## src/rtl/pixel_layer_scheduler_if.sv

```systemverilog
// -----------------------------------------------------------------------------
// pixel_layer_scheduler_if
// Bundles the pixel request channel, the shared sprite/background ROM port and
// the result channel of the pixel layer scheduler.
//   slave  : the scheduler (accepts pixels, drives the ROM, produces results)
//   master : the surrounding logic (sprite position logic, ROM, palette stage)
// Signals:
//   pix_valid/pix_ready          pixel request handshake
//   DrawX/DrawY                  screen coordinate
//   is_ball/is_duck              sprite hit flags
//   Ball_Draw_X/Y, Duck_Draw_X/Y sprite-local coordinates
//   lives                        remaining lives
//   rom_addr/rom_layer/rom_data  shared ROM port (data one cycle after address)
//   out_valid/out_ready          result handshake
//   out_idx/out_layer            winning palette index and its layer code
// -----------------------------------------------------------------------------
interface pixel_layer_scheduler_if #(
    parameter int ROM_AW = 17,
    parameter int IDX_W  = 4
);
    logic              pix_valid;
    logic              pix_ready;
    logic [9:0]        DrawX;
    logic [9:0]        DrawY;
    logic              is_ball;
    logic              is_duck;
    logic [9:0]        Ball_Draw_X;
    logic [9:0]        Ball_Draw_Y;
    logic [9:0]        Duck_Draw_X;
    logic [9:0]        Duck_Draw_Y;
    logic [3:0]        lives;
    logic [ROM_AW-1:0] rom_addr;
    logic [2:0]        rom_layer;
    logic [IDX_W-1:0]  rom_data;
    logic              out_valid;
    logic              out_ready;
    logic [IDX_W-1:0]  out_idx;
    logic [2:0]        out_layer;

    modport slave (
        input  pix_valid, DrawX, DrawY, is_ball, is_duck,
               Ball_Draw_X, Ball_Draw_Y, Duck_Draw_X, Duck_Draw_Y, lives,
               rom_data, out_ready,
        output pix_ready, rom_addr, rom_layer, out_valid, out_idx, out_layer
    );

    modport master (
        output pix_valid, DrawX, DrawY, is_ball, is_duck,
               Ball_Draw_X, Ball_Draw_Y, Duck_Draw_X, Duck_Draw_Y, lives,
               rom_data, out_ready,
        input  pix_ready, rom_addr, rom_layer, out_valid, out_idx, out_layer
    );
endinterface

```

## src/rtl/pixel_layer_scheduler.sv

```systemverilog
// -----------------------------------------------------------------------------
// pixel_layer_scheduler
// Shares one synchronous ROM read port between the five display layers
// (0 LIVES, 1 SCOPE, 2 GRASS, 3 DUCK, 4 BACK). For each accepted pixel the
// layers are fetched in priority order; the first eligible layer returning a
// non-zero palette index wins, with BACK as the fallback.
// Ports:
//   Clk      system clock
//   Reset_n  asynchronous active-low reset
//   bus      pixel_layer_scheduler_if.slave (request, ROM port, result)
// Optional feature macro: LAYER_SKIP_EN
//   defined   : ineligible layers are skipped and the walk stops at the first
//               hit (latency 3..11 cycles)
//   undefined : all five layers are fetched every pixel (latency 11 cycles)
// -----------------------------------------------------------------------------
module pixel_layer_scheduler #(
    parameter int ROM_AW = 17,
    parameter int IDX_W  = 4
) (
    input  logic                     Clk,
    input  logic                     Reset_n,
    pixel_layer_scheduler_if.slave   bus
);
    typedef enum logic [1:0] {IDLE, FETCH, CHECK, DONE} state_t;

    state_t            state_r;
    logic [2:0]        layer_r;
    logic [9:0]        dx_r, dy_r, bx_r, by_r, ux_r, uy_r;
    logic              ball_r, duck_r;
    logic [3:0]        lives_r;
    logic              pix_ready_r, out_valid_r;
    logic [IDX_W-1:0]  out_idx_r;
    logic [2:0]        out_layer_r;
    logic [ROM_AW-1:0] rom_addr_r;
    logic [2:0]        rom_layer_r;
`ifndef LAYER_SKIP_EN
    logic              win_found_r;
    logic [IDX_W-1:0]  win_idx_r;
    logic [2:0]        win_layer_r;
`endif

    logic [9:0]        src_dx_s, src_dy_s, src_bx_s, src_by_s, src_ux_s, src_uy_s;
    logic              src_ball_s, src_duck_s;
    logic [3:0]        src_lives_s;
    logic [10:0]       dist_x_s, dist_y_s, lives_lim_s;
    logic [7:0]        elig_s;
    logic [2:0]        start_s, nxt_s;
    logic [ROM_AW-1:0] nxt_addr_s;
    logic              data_nz_s;

    // The first fetch is launched on the accept edge, so in IDLE the addresses
    // come straight from the request; afterwards from the captured copy.
    always_comb begin
        if (state_r == IDLE) begin
            src_dx_s    = bus.DrawX;
            src_dy_s    = bus.DrawY;
            src_bx_s    = bus.Ball_Draw_X;
            src_by_s    = bus.Ball_Draw_Y;
            src_ux_s    = bus.Duck_Draw_X;
            src_uy_s    = bus.Duck_Draw_Y;
            src_ball_s  = bus.is_ball;
            src_duck_s  = bus.is_duck;
            src_lives_s = bus.lives;
        end else begin
            src_dx_s    = dx_r;
            src_dy_s    = dy_r;
            src_bx_s    = bx_r;
            src_by_s    = by_r;
            src_ux_s    = ux_r;
            src_uy_s    = uy_r;
            src_ball_s  = ball_r;
            src_duck_s  = duck_r;
            src_lives_s = lives_r;
        end
    end

    // Layer eligibility; the lives banner window grows by 31 pixels per life.
    always_comb begin
        dist_x_s    = {1'b0, src_dx_s} - 11'd20;
        dist_y_s    = {1'b0, src_dy_s} - 11'd430;
        lives_lim_s = 11'd55 + 11'd31 * {7'd0, src_lives_s};
        elig_s      = 8'd0;
        elig_s[0]   = !dist_x_s[10] && (dist_x_s <= lives_lim_s) &&
                      !dist_y_s[10] && (dist_y_s <= 11'd27);
        elig_s[1]   = src_ball_s;
        elig_s[2]   = 1'b1;
        elig_s[3]   = src_duck_s;
        elig_s[4]   = 1'b1;
    end

    // Next layer to fetch: from IDLE start at LIVES, otherwise after the current one.
    always_comb begin
        if (state_r == IDLE) begin
            start_s = 3'd0;
        end else begin
            start_s = 3'(layer_r + 3'd1);
        end
`ifdef LAYER_SKIP_EN
        // Descending scan leaves the lowest eligible layer >= start; BACK always qualifies.
        nxt_s = 3'd4;
        for (int i = 4; i >= 0; i--) begin
            if ((3'(i) >= start_s) && elig_s[i]) begin
                nxt_s = 3'(i);
            end else begin
                nxt_s = nxt_s;
            end
        end
`else
        nxt_s = start_s;
`endif
    end

    // ROM address of the next layer to fetch.
    always_comb begin
        case (nxt_s)
            3'd0:    nxt_addr_s = ROM_AW'(dist_x_s) + ROM_AW'(dist_y_s) * ROM_AW'(8'd210);
            3'd1:    nxt_addr_s = ROM_AW'(src_bx_s) + ROM_AW'(src_by_s) * ROM_AW'(6'd60);
            3'd3:    nxt_addr_s = ROM_AW'(src_ux_s) + ROM_AW'(src_uy_s) * ROM_AW'(7'd80);
            default: nxt_addr_s = ROM_AW'(src_dx_s[9:1]) + ROM_AW'(src_dy_s[9:1]) * ROM_AW'(9'd320);
        endcase
        data_nz_s = (bus.rom_data != {IDX_W{1'b0}});
    end

    // Scheduler FSM with registered handshake, ROM and result outputs.
    always_ff @(posedge Clk or negedge Reset_n) begin
        if (!Reset_n) begin
            state_r     <= IDLE;
            layer_r     <= 3'd0;
            dx_r        <= 10'd0;
            dy_r        <= 10'd0;
            bx_r        <= 10'd0;
            by_r        <= 10'd0;
            ux_r        <= 10'd0;
            uy_r        <= 10'd0;
            ball_r      <= 1'b0;
            duck_r      <= 1'b0;
            lives_r     <= 4'd0;
            pix_ready_r <= 1'b1;
            out_valid_r <= 1'b0;
            out_idx_r   <= {IDX_W{1'b0}};
            out_layer_r <= 3'd0;
            rom_addr_r  <= {ROM_AW{1'b0}};
            rom_layer_r <= 3'd0;
`ifndef LAYER_SKIP_EN
            win_found_r <= 1'b0;
            win_idx_r   <= {IDX_W{1'b0}};
            win_layer_r <= 3'd0;
`endif
        end else begin
            case (state_r)
                IDLE: begin
                    if (bus.pix_valid) begin
                        dx_r        <= bus.DrawX;
                        dy_r        <= bus.DrawY;
                        bx_r        <= bus.Ball_Draw_X;
                        by_r        <= bus.Ball_Draw_Y;
                        ux_r        <= bus.Duck_Draw_X;
                        uy_r        <= bus.Duck_Draw_Y;
                        ball_r      <= bus.is_ball;
                        duck_r      <= bus.is_duck;
                        lives_r     <= bus.lives;
                        layer_r     <= nxt_s;
                        rom_addr_r  <= nxt_addr_s;
                        rom_layer_r <= nxt_s;
                        pix_ready_r <= 1'b0;
`ifndef LAYER_SKIP_EN
                        win_found_r <= 1'b0;
`endif
                        state_r     <= FETCH;
                    end
                end
                FETCH: begin
                    state_r <= CHECK;
                end
                CHECK: begin
`ifdef LAYER_SKIP_EN
                    if (data_nz_s || (layer_r == 3'd4)) begin
                        out_idx_r   <= bus.rom_data;
                        out_layer_r <= layer_r;
                        out_valid_r <= 1'b1;
                        state_r     <= DONE;
                    end else begin
                        layer_r     <= nxt_s;
                        rom_addr_r  <= nxt_addr_s;
                        rom_layer_r <= nxt_s;
                        state_r     <= FETCH;
                    end
`else
                    if (layer_r == 3'd4) begin
                        // BACK is last: an earlier winner beats it, else BACK data (possibly 0).
                        if (win_found_r) begin
                            out_idx_r   <= win_idx_r;
                            out_layer_r <= win_layer_r;
                        end else begin
                            out_idx_r   <= bus.rom_data;
                            out_layer_r <= 3'd4;
                        end
                        out_valid_r <= 1'b1;
                        state_r     <= DONE;
                    end else begin
                        if (!win_found_r && elig_s[layer_r] && data_nz_s) begin
                            win_found_r <= 1'b1;
                            win_idx_r   <= bus.rom_data;
                            win_layer_r <= layer_r;
                        end
                        layer_r     <= nxt_s;
                        rom_addr_r  <= nxt_addr_s;
                        rom_layer_r <= nxt_s;
                        state_r     <= FETCH;
                    end
`endif
                end
                DONE: begin
                    if (bus.out_ready) begin
                        out_valid_r <= 1'b0;
                        pix_ready_r <= 1'b1;
                        state_r     <= IDLE;
                    end
                end
                default: begin
                    state_r     <= IDLE;
                    pix_ready_r <= 1'b1;
                    out_valid_r <= 1'b0;
                end
            endcase
        end
    end

    assign bus.pix_ready = pix_ready_r;
    assign bus.out_valid = out_valid_r;
    assign bus.out_idx   = out_idx_r;
    assign bus.out_layer = out_layer_r;
    assign bus.rom_addr  = rom_addr_r;
    assign bus.rom_layer = rom_layer_r;

endmodule
```

## src/flat_wrapper.sv

```systemverilog
// flat-port wrapper written by rule: the top's interface ports become plain ports
module pixel_layer_scheduler_flat 
#(
    parameter int ROM_AW = 17,
    parameter int IDX_W  = 4
)
  (Clk, Reset_n, bus_pix_valid, bus_DrawX, bus_DrawY, bus_is_ball, bus_is_duck, bus_Ball_Draw_X, bus_Ball_Draw_Y, bus_Duck_Draw_X, bus_Duck_Draw_Y, bus_lives, bus_rom_data, bus_out_ready, bus_pix_ready, bus_rom_addr, bus_rom_layer, bus_out_valid, bus_out_idx, bus_out_layer);
  pixel_layer_scheduler_if #(.ROM_AW(ROM_AW), .IDX_W(IDX_W)) bus_i ();
  input  logic Clk;
  input  logic Reset_n;
  input wire logic [$bits(bus_i.pix_valid)-1:0] bus_pix_valid;
  input wire logic [$bits(bus_i.DrawX)-1:0] bus_DrawX;
  input wire logic [$bits(bus_i.DrawY)-1:0] bus_DrawY;
  input wire logic [$bits(bus_i.is_ball)-1:0] bus_is_ball;
  input wire logic [$bits(bus_i.is_duck)-1:0] bus_is_duck;
  input wire logic [$bits(bus_i.Ball_Draw_X)-1:0] bus_Ball_Draw_X;
  input wire logic [$bits(bus_i.Ball_Draw_Y)-1:0] bus_Ball_Draw_Y;
  input wire logic [$bits(bus_i.Duck_Draw_X)-1:0] bus_Duck_Draw_X;
  input wire logic [$bits(bus_i.Duck_Draw_Y)-1:0] bus_Duck_Draw_Y;
  input wire logic [$bits(bus_i.lives)-1:0] bus_lives;
  input wire logic [$bits(bus_i.rom_data)-1:0] bus_rom_data;
  input wire logic [$bits(bus_i.out_ready)-1:0] bus_out_ready;
  output wire logic [$bits(bus_i.pix_ready)-1:0] bus_pix_ready;
  output wire logic [$bits(bus_i.rom_addr)-1:0] bus_rom_addr;
  output wire logic [$bits(bus_i.rom_layer)-1:0] bus_rom_layer;
  output wire logic [$bits(bus_i.out_valid)-1:0] bus_out_valid;
  output wire logic [$bits(bus_i.out_idx)-1:0] bus_out_idx;
  output wire logic [$bits(bus_i.out_layer)-1:0] bus_out_layer;
  assign bus_i.pix_valid = bus_pix_valid;
  assign bus_i.DrawX = bus_DrawX;
  assign bus_i.DrawY = bus_DrawY;
  assign bus_i.is_ball = bus_is_ball;
  assign bus_i.is_duck = bus_is_duck;
  assign bus_i.Ball_Draw_X = bus_Ball_Draw_X;
  assign bus_i.Ball_Draw_Y = bus_Ball_Draw_Y;
  assign bus_i.Duck_Draw_X = bus_Duck_Draw_X;
  assign bus_i.Duck_Draw_Y = bus_Duck_Draw_Y;
  assign bus_i.lives = bus_lives;
  assign bus_i.rom_data = bus_rom_data;
  assign bus_i.out_ready = bus_out_ready;
  assign bus_pix_ready = bus_i.pix_ready;
  assign bus_rom_addr = bus_i.rom_addr;
  assign bus_rom_layer = bus_i.rom_layer;
  assign bus_out_valid = bus_i.out_valid;
  assign bus_out_idx = bus_i.out_idx;
  assign bus_out_layer = bus_i.out_layer;
  pixel_layer_scheduler #(.ROM_AW(ROM_AW), .IDX_W(IDX_W)) u_core (.Clk(Clk), .Reset_n(Reset_n), .bus(bus_i));
endmodule
```

## config.mk

```make
export PLATFORM = sky130hd
export DESIGN_NAME = pixel_layer_scheduler_flat
export DESIGN_NICKNAME = d
export VERILOG_FILES = /design/src/rtl/pixel_layer_scheduler_if.sv /design/src/rtl/pixel_layer_scheduler.sv /design/src/flat_wrapper.sv
export SDC_FILE = /design/constraint.sdc
export NUM_CORES = 1
export LEC_CHECK = 0
export ABC_AREA = 1
export BUFFER_PORTS_ARGS = -buffer_cell sky130_fd_sc_hd__buf_2
export CAP_MARGIN = 10
export CORE_ASPECT_RATIO = 1.1
export CORE_MARGIN = 10
export CORE_UTILIZATION = 45
export DETAILED_ROUTE_END_ITERATION = 10
export GPL_TIMING_DRIVEN = 0
export SLEW_MARGIN = 10
export SYNTH_ARGS = -nofsm -noshare
export SYNTH_HDL_FRONTEND = slang
export SYNTH_SLANG_ARGS = --single-unit
```

## constraint.sdc

```tcl
create_clock -name Clk -period 11 [get_ports Clk]
set_input_delay 1.1 -clock Clk [delete_from_list [all_inputs] [get_ports Clk]]
set_output_delay 1.1 -clock Clk [all_outputs]
set_load 0.05 [all_outputs]
```

==> results.json, run 1 <==
{
  "status": "completed",
  "nNetsFinal": 2051,
  "relSlewSlack_pct": 33.6,
  "die-height_um": 188,
  "insertion_delay_ns": 0.36,
  "drive_above_1_share_pct": 8.94,
  "dp.cells": 2119,
  "synthAdderAreaFrac_pct": 23.6,
  "fin_setup_tns_ns": 0,
  "worst_ep_arrival_time_ns": 7.24,
  "port_buffers": 102,
  "finalSetupViolations": 0,
  "hpwlAfterDp_mm": 27.1,
  "synth_nets": 1937,
  "grt_pass1_wl_mm": 53.8,
  "critPathKind": "reg2reg",
  "postRouteAntennaNets": 0,
  "fmax_mhz": 143,
  "wirelength_mm": 32.8,
  "synthArstFlopShare_pct": 100,
  "post_drt_via_cell_ratio": 5.05,
  "n_antenna_cell": 0,
  "cts_max_path_buffers": 2,
  "numCtsBuffers": 9,
  "fin_skew_ns": 0.0127,
  "num_vias": 10800,
  "end_kind": "register",
  "placementRows": 61,
  "hold_violations": 0,
  "met2_length_mm": 16.0,
  "ys_ff_latch": 105,
  "wl_met3_mm": 1.30,
  "crit_path_start_kind": "register",
  "crit_path_start": "u_core.state_r[1]",
  "synth_area_um2": 11500,
  "dieArea_um2": 32400,
  "drc_errors": 0,
  "instances_no_fill": 2135,
  "start_util_pct": 45.6,
  "drt_iter0_markers": 659,
  "cap_violations": 0,
  "period_share_pct": 63.4,
  "core_um2": 25300,
  "synth_mux_area_share_pct": 0,
  "holdCritStartpoint": "u_core.bus.pix_ready",
  "ys_types": 54,
  "final_cell_mix": "500 x nand2_1, 280 x inv_1, 153 x ha_1, 134 x o21ai_0, 108 x buf_2",
  "cpMaxStageDelayCell": "o21ai_1",
  "fin_area_um2": 12800,
  "whs_ns": 0.469,
  "synth_xor_area_share_pct": 2.89,
  "synth-main-ff-cell": "dfrtp_1",
  "syn_inst": 1670,
  "dr.pass1.iters": 5,
  "wire_per_inst_um": 15.4,
  "syn_area_per_cell_um2": 6.90,
  "htree_num_levels": 3,
  "cp_max_fo": 10,
  "ios": 103,
  "top_layer_used": "met4",
  "yosysWarnings": 0,
  "synth-seq-area-share_pct": 22.8,
  "grt_pass1_vias": 10600,
  "synth-simple-area-share_pct": 27.4,
  "final_common_cell": "nand2_1",
  "areaGrowthSynthToFinish_pct": 11.0,
  "grt_max_degree": 58,
  "synth_edf_count": 0,
  "min_path_type": "reg2reg",
  "hold_buffers": 0,
  "antenna_found_initial": 0,
  "synth_top_family_by_area": "simple AND/OR/NAND/NOR gates",
  "min_period_ns": 6.98,
  "cts.repair.resized": 0,
  "overflow": 0,
  "grt.total_usage_pct": 20.1,
  "cts_sinks": 105,
  "cpPeakStageDelay_ns": 0.53,
  "synth_compound_area_share_pct": 12.5,
  "cts_tree": "done",
  "cts-root-buf": "clkbuf_16",
  "tightest_slew_ns": 0.989,
  "place_area_um2": 12500,
  "r2r-start": "u_core.state_r[1]",
  "routabilityCongestion": 0.902,
  "met1Wirelength_mm": 14.9,
  "die_x_um": 173,
  "post_cts_buffers": 0,
  "rsz0062_at_grt": "false",
  "clkTransAtPathRegs_ns": 0.08,
  "slew_viol_final": 0,
  "cpMostUsedCell": "nand2_1",
  "required_ns": 11.26
}
==> critical path, delay by kind of cell, from the launching register on <==
kind	cells	cell delay, ns
adders and majority gates	6	2.32
xor gates and xnor gates	2	0.46
AOI/OAI and AO/OA	2	0.70
and+or+nand+nor	15	1.88
buffers and inverters	7	1.03
DFF	1	0.47
==> layout make-up <==
| class | instances | area [um^2] |
|---|---|---|
| Tap cell | 346 | 433 |
| Clock inverter | 6 | 57.6 |
| Sequential cell | 105 | 2630 |
| Inverter | 284 | 1070 |
| Buffer | 35 | 178 |
| Multi-Input combinational cell | 1246 | 7650 |
| Clock buffer | 10 | 229 |
| Timing Repair Buffer | 103 | 544 |
| Fill cell | 2596 | 12500 |
==> metal layers <==
metal	track usage [%]	vias up
met4	5.09	0
met2	35.1	208
li1	-	5571
met3	2.75	32
met1	25.5	4967
met5	0	-
==> worst paths after layout <==
check,depth (start not counted),to,slack [ns]
worst min-delay path,2,u_core.bus.pix_ready,0.47
min in group asynchronous,1,u_core.lives_r[3],0.68
worst max register to register,32,u_core.bus.rom_addr[15],4.02
max in group asynchronous,2,u_core.bus.pix_ready,9.62
worst max-delay path,32,u_core.bus.rom_addr[15],4.02
worst min register to register,2,u_core.bus.pix_ready,0.47
==> stage by stage <==
step           worst slack [ns]  utilization [%]
6_report                   4.02             50.6
2_1_floorplan              5.14                -
5_1_grt                    3.50             50.6
4_1_cts                    3.98             50.6
3_5_place_dp               3.87             49.5
3_3_place_gp               3.89             49.4
==> Yosys cell counts (all sizes together) (10+ instances only) <==
master | count | area, um^2
dfrtp | 104 | 2600
nand3b | 10 | 75.1
nand2 | 505 | 1920
o22ai | 12 | 75.1
a21oi | 52 | 260
nand4 | 23 | 144
xnor2 | 16 | 140
inv | 283 | 1060
fa | 40 | 801
clkbuf | 20 | 75.1
buf | 15 | 103
or2 | 10 | 62.6
o21ai | 155 | 798
nand3 | 103 | 515
nor2 | 96 | 394
ha | 153 | 1910
xor2 | 22 | 193
==> state kept, by name (all words and copies together), names as in the netlist, 2 cells and up <==
| signal | cells |
|---|---|
| u_core.by_r | 10 |
| u_core.uy_r | 10 |
| u_core.ux_r | 10 |
| u_core.win_idx_r | 4 |
| u_core.dx_r | 10 |
| u_core.win_layer_r | 3 |
| u_core.dy_r | 10 |
| u_core.bus.out_layer | 3 |
| u_core.layer_r | 3 |
| u_core.bx_r | 10 |
| u_core.lives_r | 4 |
| u_core.state_r | 2 |
| u_core.bus.out_idx | 4 |
| u_core.bus.rom_addr | 17 |
==> cells by family after synthesis <==
| group | count (synthesis) |
|---|---|
| AO/OA/AOI/OAI | 259 |
| adder cells (fa/ha/maj) | 193 |
| flip-flops | 105 |
| buffers and inverters | 319 |
| AND/OR/NAND/NOR | 756 |
| XOR/XNOR | 38 |
Power of run 1 is not shown: default switching activity piles up to over one toggle a cycle in this logic, so the estimate is an artifact.
==> run 2: changes to the inputs <==
--- a/config.mk
+++ b/config.mk
@@ -13,6 +13,7 @@
 export CORE_UTILIZATION = 45
 export DETAILED_ROUTE_END_ITERATION = 10
 export GPL_TIMING_DRIVEN = 0
+export PLACE_DENSITY = 0.66
 export SLEW_MARGIN = 10
 export SYNTH_ARGS = -nofsm -noshare
 export SYNTH_HDL_FRONTEND = slang
==> constraint.sdc (replaced) <==
create_clock -name Clk -period 5.6 [get_ports Clk]
set_input_delay 0.56 -clock Clk [delete_from_list [all_inputs] [get_ports Clk]]
set_output_delay 0.56 -clock Clk [all_outputs]
set_load 0.05 [all_outputs]
==> run 2 against run 1 <==
Via count increased by 2.9%; non-clock buffer count increased by 37; register-to-register slack got worse by 3.7 ns; die area unchanged; sequential share of layout area shrank 1.0 points.
==> results.json, run 2 (same netlist as run 1, synthesis figures left out) <==
{
  "largest_reg_flops": 17,
  "fin_ws_ns": 0.291,
  "routabilityCongestion": 0.903,
  "antenna_found_initial": 1,
  "slew_viol_final": 0,
  "end_kind": "register",
  "overflow": 0,
  "wire_per_inst_um": 15.5,
  "ios": 103,
  "min_path_type": "in2async",
  "insertion_delay_ns": 0.37,
  "postRouteAntennaNets": 0,
  "num_vias": 11100,
  "cpPeakStageDelay_ns": 0.50,
  "grt.total_usage_pct": 20.4,
  "hold_buffers": 0,
  "numCtsBuffers": 9,
  "wirelength_mm": 33.6,
  "drc_errors": 0,
  "cts-root-buf": "clkbuf_16",
  "critPathKind": "reg2reg",
  "die-height_um": 188,
  "cpMaxStageDelayCell": "fa_1",
  "worst_ep_arrival_time_ns": 5.57,
  "relSlewSlack_pct": 30.6,
  "htree_num_levels": 3,
  "fillCellCount": 2526,
  "clkTransAtPathRegs_ns": 0.09,
  "final_common_cell": "nand2_1",
  "dp_slack_ns": -1.27,
  "drt_iter0_markers": 781,
  "cp_max_fo": 6,
  "port_buffers": 102,
  "status": "completed",
  "hpwlAfterDp_mm": 27.0,
  "start_util_pct": 45.6,
  "dieArea_um2": 32400,
  "grt_pass1_wl_mm": 54.9,
  "min_period_ns": 5.31,
  "cap_violations": 0,
  "n_antenna_cell": 0,
  "areaGrowthSynthToFinish_pct": 17.0,
  "die_x_um": 173,
  "fin_skew_ns": 0.0127,
  "post_drt_via_cell_ratio": 5.11,
  "dr.pass1.iters": 6,
  "finalSetupViolations": 0,
  "final_cell_mix": "489 x nand2_1, 272 x inv_1, 143 x ha_1, 123 x o21ai_0, 105 x buf_2",
  "grt_max_degree": 62,
  "nNetsFinal": 2088,
  "tightest_slew_ns": 1.04,
  "cpMostUsedCell": "inv_1",
  "period_share_pct": 94.8,
  "hold_violations": 0,
  "placementRows": 61,
  "cts_sinks": 105,
  "required_ns": 5.86,
  "cts_max_path_buffers": 2,
  "grt_pass1_vias": 10900,
  "crit_path_start_kind": "register",
  "fmax_mhz": 188,
  "cts_tree": "done",
  "drive_above_1_share_pct": 14.7,
  "core_um2": 25300
}
## run 2: worst max-delay path, delay by kind of cell (launching register included)
kind                       cells  cell delay [ns]
and+or+nand+nor                6             0.75
DFF                            1             0.46
adders and majority gates      7             2.41
AOI/OAI and AO/OA              6             0.75
xor gates and xnor gates       1             0.15
buffers and inverters          7             0.68
## run 2: path summary, 6_finish.rpt
path,start,slack [ns],to,depth (start not counted)
worst max-delay path,u_core.state_r[1],0.29,u_core.bus.rom_addr[13],27
worst min-delay path,Reset_n,0.18,u_core.bx_r[1],1
worst max register to register,u_core.state_r[1],0.29,u_core.bus.rom_addr[13],27
worst min register to register,u_core.bus.pix_ready,0.47,u_core.bus.pix_ready,2
max in group asynchronous,Reset_n,4.72,u_core.bus.pix_ready,2
min in group Clk,bus_lives[3],0.41,u_core.lives_r[3],3
## run 2: cell type report
class                      instances  area (um^2)  share of cell area [%]
clock buffer                       9          225                    1.67
tap                              346          433                    3.21
sequential                       105         2630                    19.5
multi-input combinational       1246         8000                    59.3
buffer                            34          220                    1.63
clock inverter                     7         70.1                   0.519
timing repair buffer             141          833                    6.18
inverter                         284         1070                    7.96
## run 2: repair_timing
action                                  in CTS  in global routing
pin swaps                                    4                 19
resized for setup                           39                 76
endpoints found under the setup margin      18                 16
buffers inserted                            13                 25
## run 2: stage by stage
| step | hold WS, ns | util, % | std cells | TNS [ns] | cell area (um^2) |
|---|---|---|---|---|---|
| final | 0.179 | 53.4 | 2172 | 0 | 13500 |
| after global routing | 0.218 | 53.4 | 2172 | -0.0690 | 13500 |
| after CTS | 0.203 | 51.6 | 2148 | 0 | 13000 |
| after detailed placement | 0.458 | 49.5 | 2119 | -10.94 | 12500 |
| after global placement | 0.454 | 49.4 | 2118 | -9.28 | 12500 |
| after floorplan | 0.264 | - | 1670 | 0 | 11500 |
## run 2: routing by layer
layer	vias up	share of wire (%)	track usage, %
li1	5642	-	-
met1	5191	45	25.8
met2	218	49	35.8
met3	38	3.7	2.25
met4	0	2.4	6.19
met5	-	0	0
Power of run 2 is left out for the same reason.
==> run 3: changes to the inputs <==
--- a/config.mk
+++ b/config.mk
@@ -10,10 +10,10 @@
 export CAP_MARGIN = 10
 export CORE_ASPECT_RATIO = 1.1
 export CORE_MARGIN = 10
-export CORE_UTILIZATION = 45
+export CORE_UTILIZATION = 56
 export DETAILED_ROUTE_END_ITERATION = 10
 export GPL_TIMING_DRIVEN = 0
-export PLACE_DENSITY = 0.66
+export PLACE_DENSITY = 0.79
 export SLEW_MARGIN = 10
 export SYNTH_ARGS = -nofsm -noshare
 export SYNTH_HDL_FRONTEND = slang
==> run 3 against run 2 <==
Cell area shrank 0.71%; clock-buffer cell count unchanged; global-route usage increased by 3.7 points; non-clock buffer count shrank 1; maximum frequency down 1.5%; final cell count fell by 4.2%; routed wire length shrank 2.4%; register-to-register slack got worse by 0.08 ns; core utilization is 12 points higher; worst setup slack worse by 0.079 ns.
==> results.json, run 3 (same netlist as run 1, synthesis figures left out) <==
{
  "rr_endpoint": "u_core.win_idx_r[3]",
  "required_ns": 5.85,
  "crit_path_start_kind": "register",
  "critPathKind": "reg2reg",
  "placementRows": 55,
  "drive_above_1_share_pct": 14.8,
  "cts-root-buf": "clkbuf_16",
  "tightest_slew_ns": 0.962,
  "r2r_slack_ns": 0.21,
  "core_um2": 20400,
  "ios": 103,
  "fin_skew_ns": 0.0102,
  "min_path_type": "in2async",
  "post_drt_via_cell_ratio": 5.43,
  "cpPeakStageDelay_ns": 0.51,
  "fmax_mhz": 186,
  "worst_ep_arrival_time_ns": 5.64,
  "nNetsFinal": 2087,
  "port_buffers": 102,
  "relSlewSlack_pct": 35.8,
  "largest_reg_flops": 17,
  "htree_num_levels": 3,
  "drc_errors": 0,
  "grt.total_usage_pct": 24.1,
  "grt_pass1_vias": 11100,
  "min_period_ns": 5.39,
  "die-height_um": 170,
  "die_x_um": 157,
  "hpwlAfterDp_mm": 25.6,
  "n_antenna_cell": 0,
  "grt_pass1_wl_mm": 52.6,
  "cp_max_fo": 10,
  "cpMostUsedCell": "nand2_1",
  "final_cell_mix": "489 x nand2_1, 269 x inv_1, 144 x ha_1, 124 x o21ai_0, 105 x buf_2",
  "fillCellCount": 1814,
  "antenna_found_initial": 0,
  "finalSetupViolations": 0,
  "numCtsBuffers": 9,
  "cts_tree": "done",
  "clkTransAtPathRegs_ns": 0.09,
  "dieArea_um2": 26700,
  "drt_iter0_markers": 1005,
  "cap_violations": 0,
  "whs_ns": 0.0334,
  "wire_per_inst_um": 15.7,
  "cpMaxStageDelayCell": "fa_1",
  "grt_max_degree": 85,
  "end_kind": "register",
  "rr_worst_depth": 33,
  "slew_viol_final": 0,
  "status": "completed",
  "wirelength_mm": 32.8,
  "areaGrowthSynthToFinish_pct": 16.2,
  "insertion_delay_ns": 0.37,
  "fin_util_pct": 65.5,
  "start_util_pct": 56.4,
  "routabilityCongestion": 0.958,
  "num_vias": 11300,
  "postRouteAntennaNets": 0,
  "r2r-start": "u_core.state_r[1]",
  "overflow": 0,
  "period_share_pct": 96.2,
  "final_common_cell": "nand2_1",
  "hold_violations": 0,
  "dr.pass1.iters": 5,
  "cts_max_path_buffers": 2,
  "cts_sinks": 105,
  "hold_buffers": 0
}
==> run 3: cell types whose count changed in the layout (fill, tap and decap cells not counted), moves of 2 or more <==
cell and change:
o21ai_4 -3, o21ai_2 +2, nor2_2 -2, inv_2 +5, ha_4 +2, nand3_1 -3
ha_2 -3, nor2_4 +2, nand3_2 +3, buf_4 -2, inv_4 -2, inv_1 -3
==> run 3: critical path: cells and delay by family, from the launching register on <==
| family | cells | cell delay (ns) |
|---|---|---|
| adder cells (fa/ha/maj) | 5 | 1.82 |
| buffers and inverters | 5 | 0.55 |
| AND/OR/NAND/NOR | 17 | 1.60 |
| AO/OA/AOI/OAI | 5 | 0.61 |
| flip-flops | 1 | 0.46 |
| XOR/XNOR | 1 | 0.21 |
==> run 3: worst max path at each step <==
stage | start | to | slack (ns) | cells past startpoint
6_report | u_core.state_r[1] | u_core.win_idx_r[3] | 0.21 | 33
5_1_grt | u_core.state_r[1] | u_core.win_layer_r[1] | -0.1 | 33
4_1_cts | u_core.state_r[0] | u_core.bus.rom_addr[16] | 0.007 | 28
3_5_place_dp | u_core.state_r[1] | u_core.bus.rom_addr[15] | -1.05 | 32
3_3_place_gp | u_core.state_r[1] | u_core.bus.rom_addr[13] | -0.94 | 32
2_1_floorplan | u_core.state_r[1] | u_core.bus.rom_addr[15] | 0.05 | 32
==> run 3: what timing repair did <==
| item | in CTS | in global routing |
|---|---|---|
| setup endpoints to repair | 16 | 17 |
| pin swaps | 3 | 24 |
| gates resized for setup | 34 | 79 |
| endpoints found under the hold margin | 0 | 0 |
| buffers inserted | 7 | 30 |
| cloned | 0 | 0 |
==> run 3: stage by stage <==
stage / setup slack (ns) / instances / TNS, ns / cell area [um^2]
detailed placement: -1.05 / 2029 / -8.49 / 12400
floorplan: 0.0513 / 1670 / 0 / 11500
CTS: 0.00725 / 2052 / 0 / 12900
global route: -0.0997 / 2081 / -0.690 / 13400
finish: 0.212 / 2081 / 0 / 13400
global placement: -0.945 / 2028 / -6.86 / 12400
==> run 3: final cells by class <==
type | count | area, um^2 | share of cell area (%)
Timing Repair Buffer | 140 | 826 | 6.17
Sequential cell | 105 | 2630 | 19.6
Clock buffer | 9 | 225 | 1.68
Clock inverter | 7 | 82.6 | 0.617
Buffer | 34 | 223 | 1.66
Multi-Input combinational cell | 1246 | 8020 | 59.9
Tap cell | 256 | 320 | 2.39
Inverter | 284 | 1070 | 7.98
==> run 3: routing by layer <==
layer / wire length (um) / up-vias / track usage (%)
met4: 1450 / 0 / 10.1
li1: - / 5643 / -
met1: 13500 / 5258 / 29.2
met2: 16100 / 334 / 42.0
met3: 1760 / 70 / 3.26
met5: 0 / - / 0
Power of run 3 is left out for the same reason.
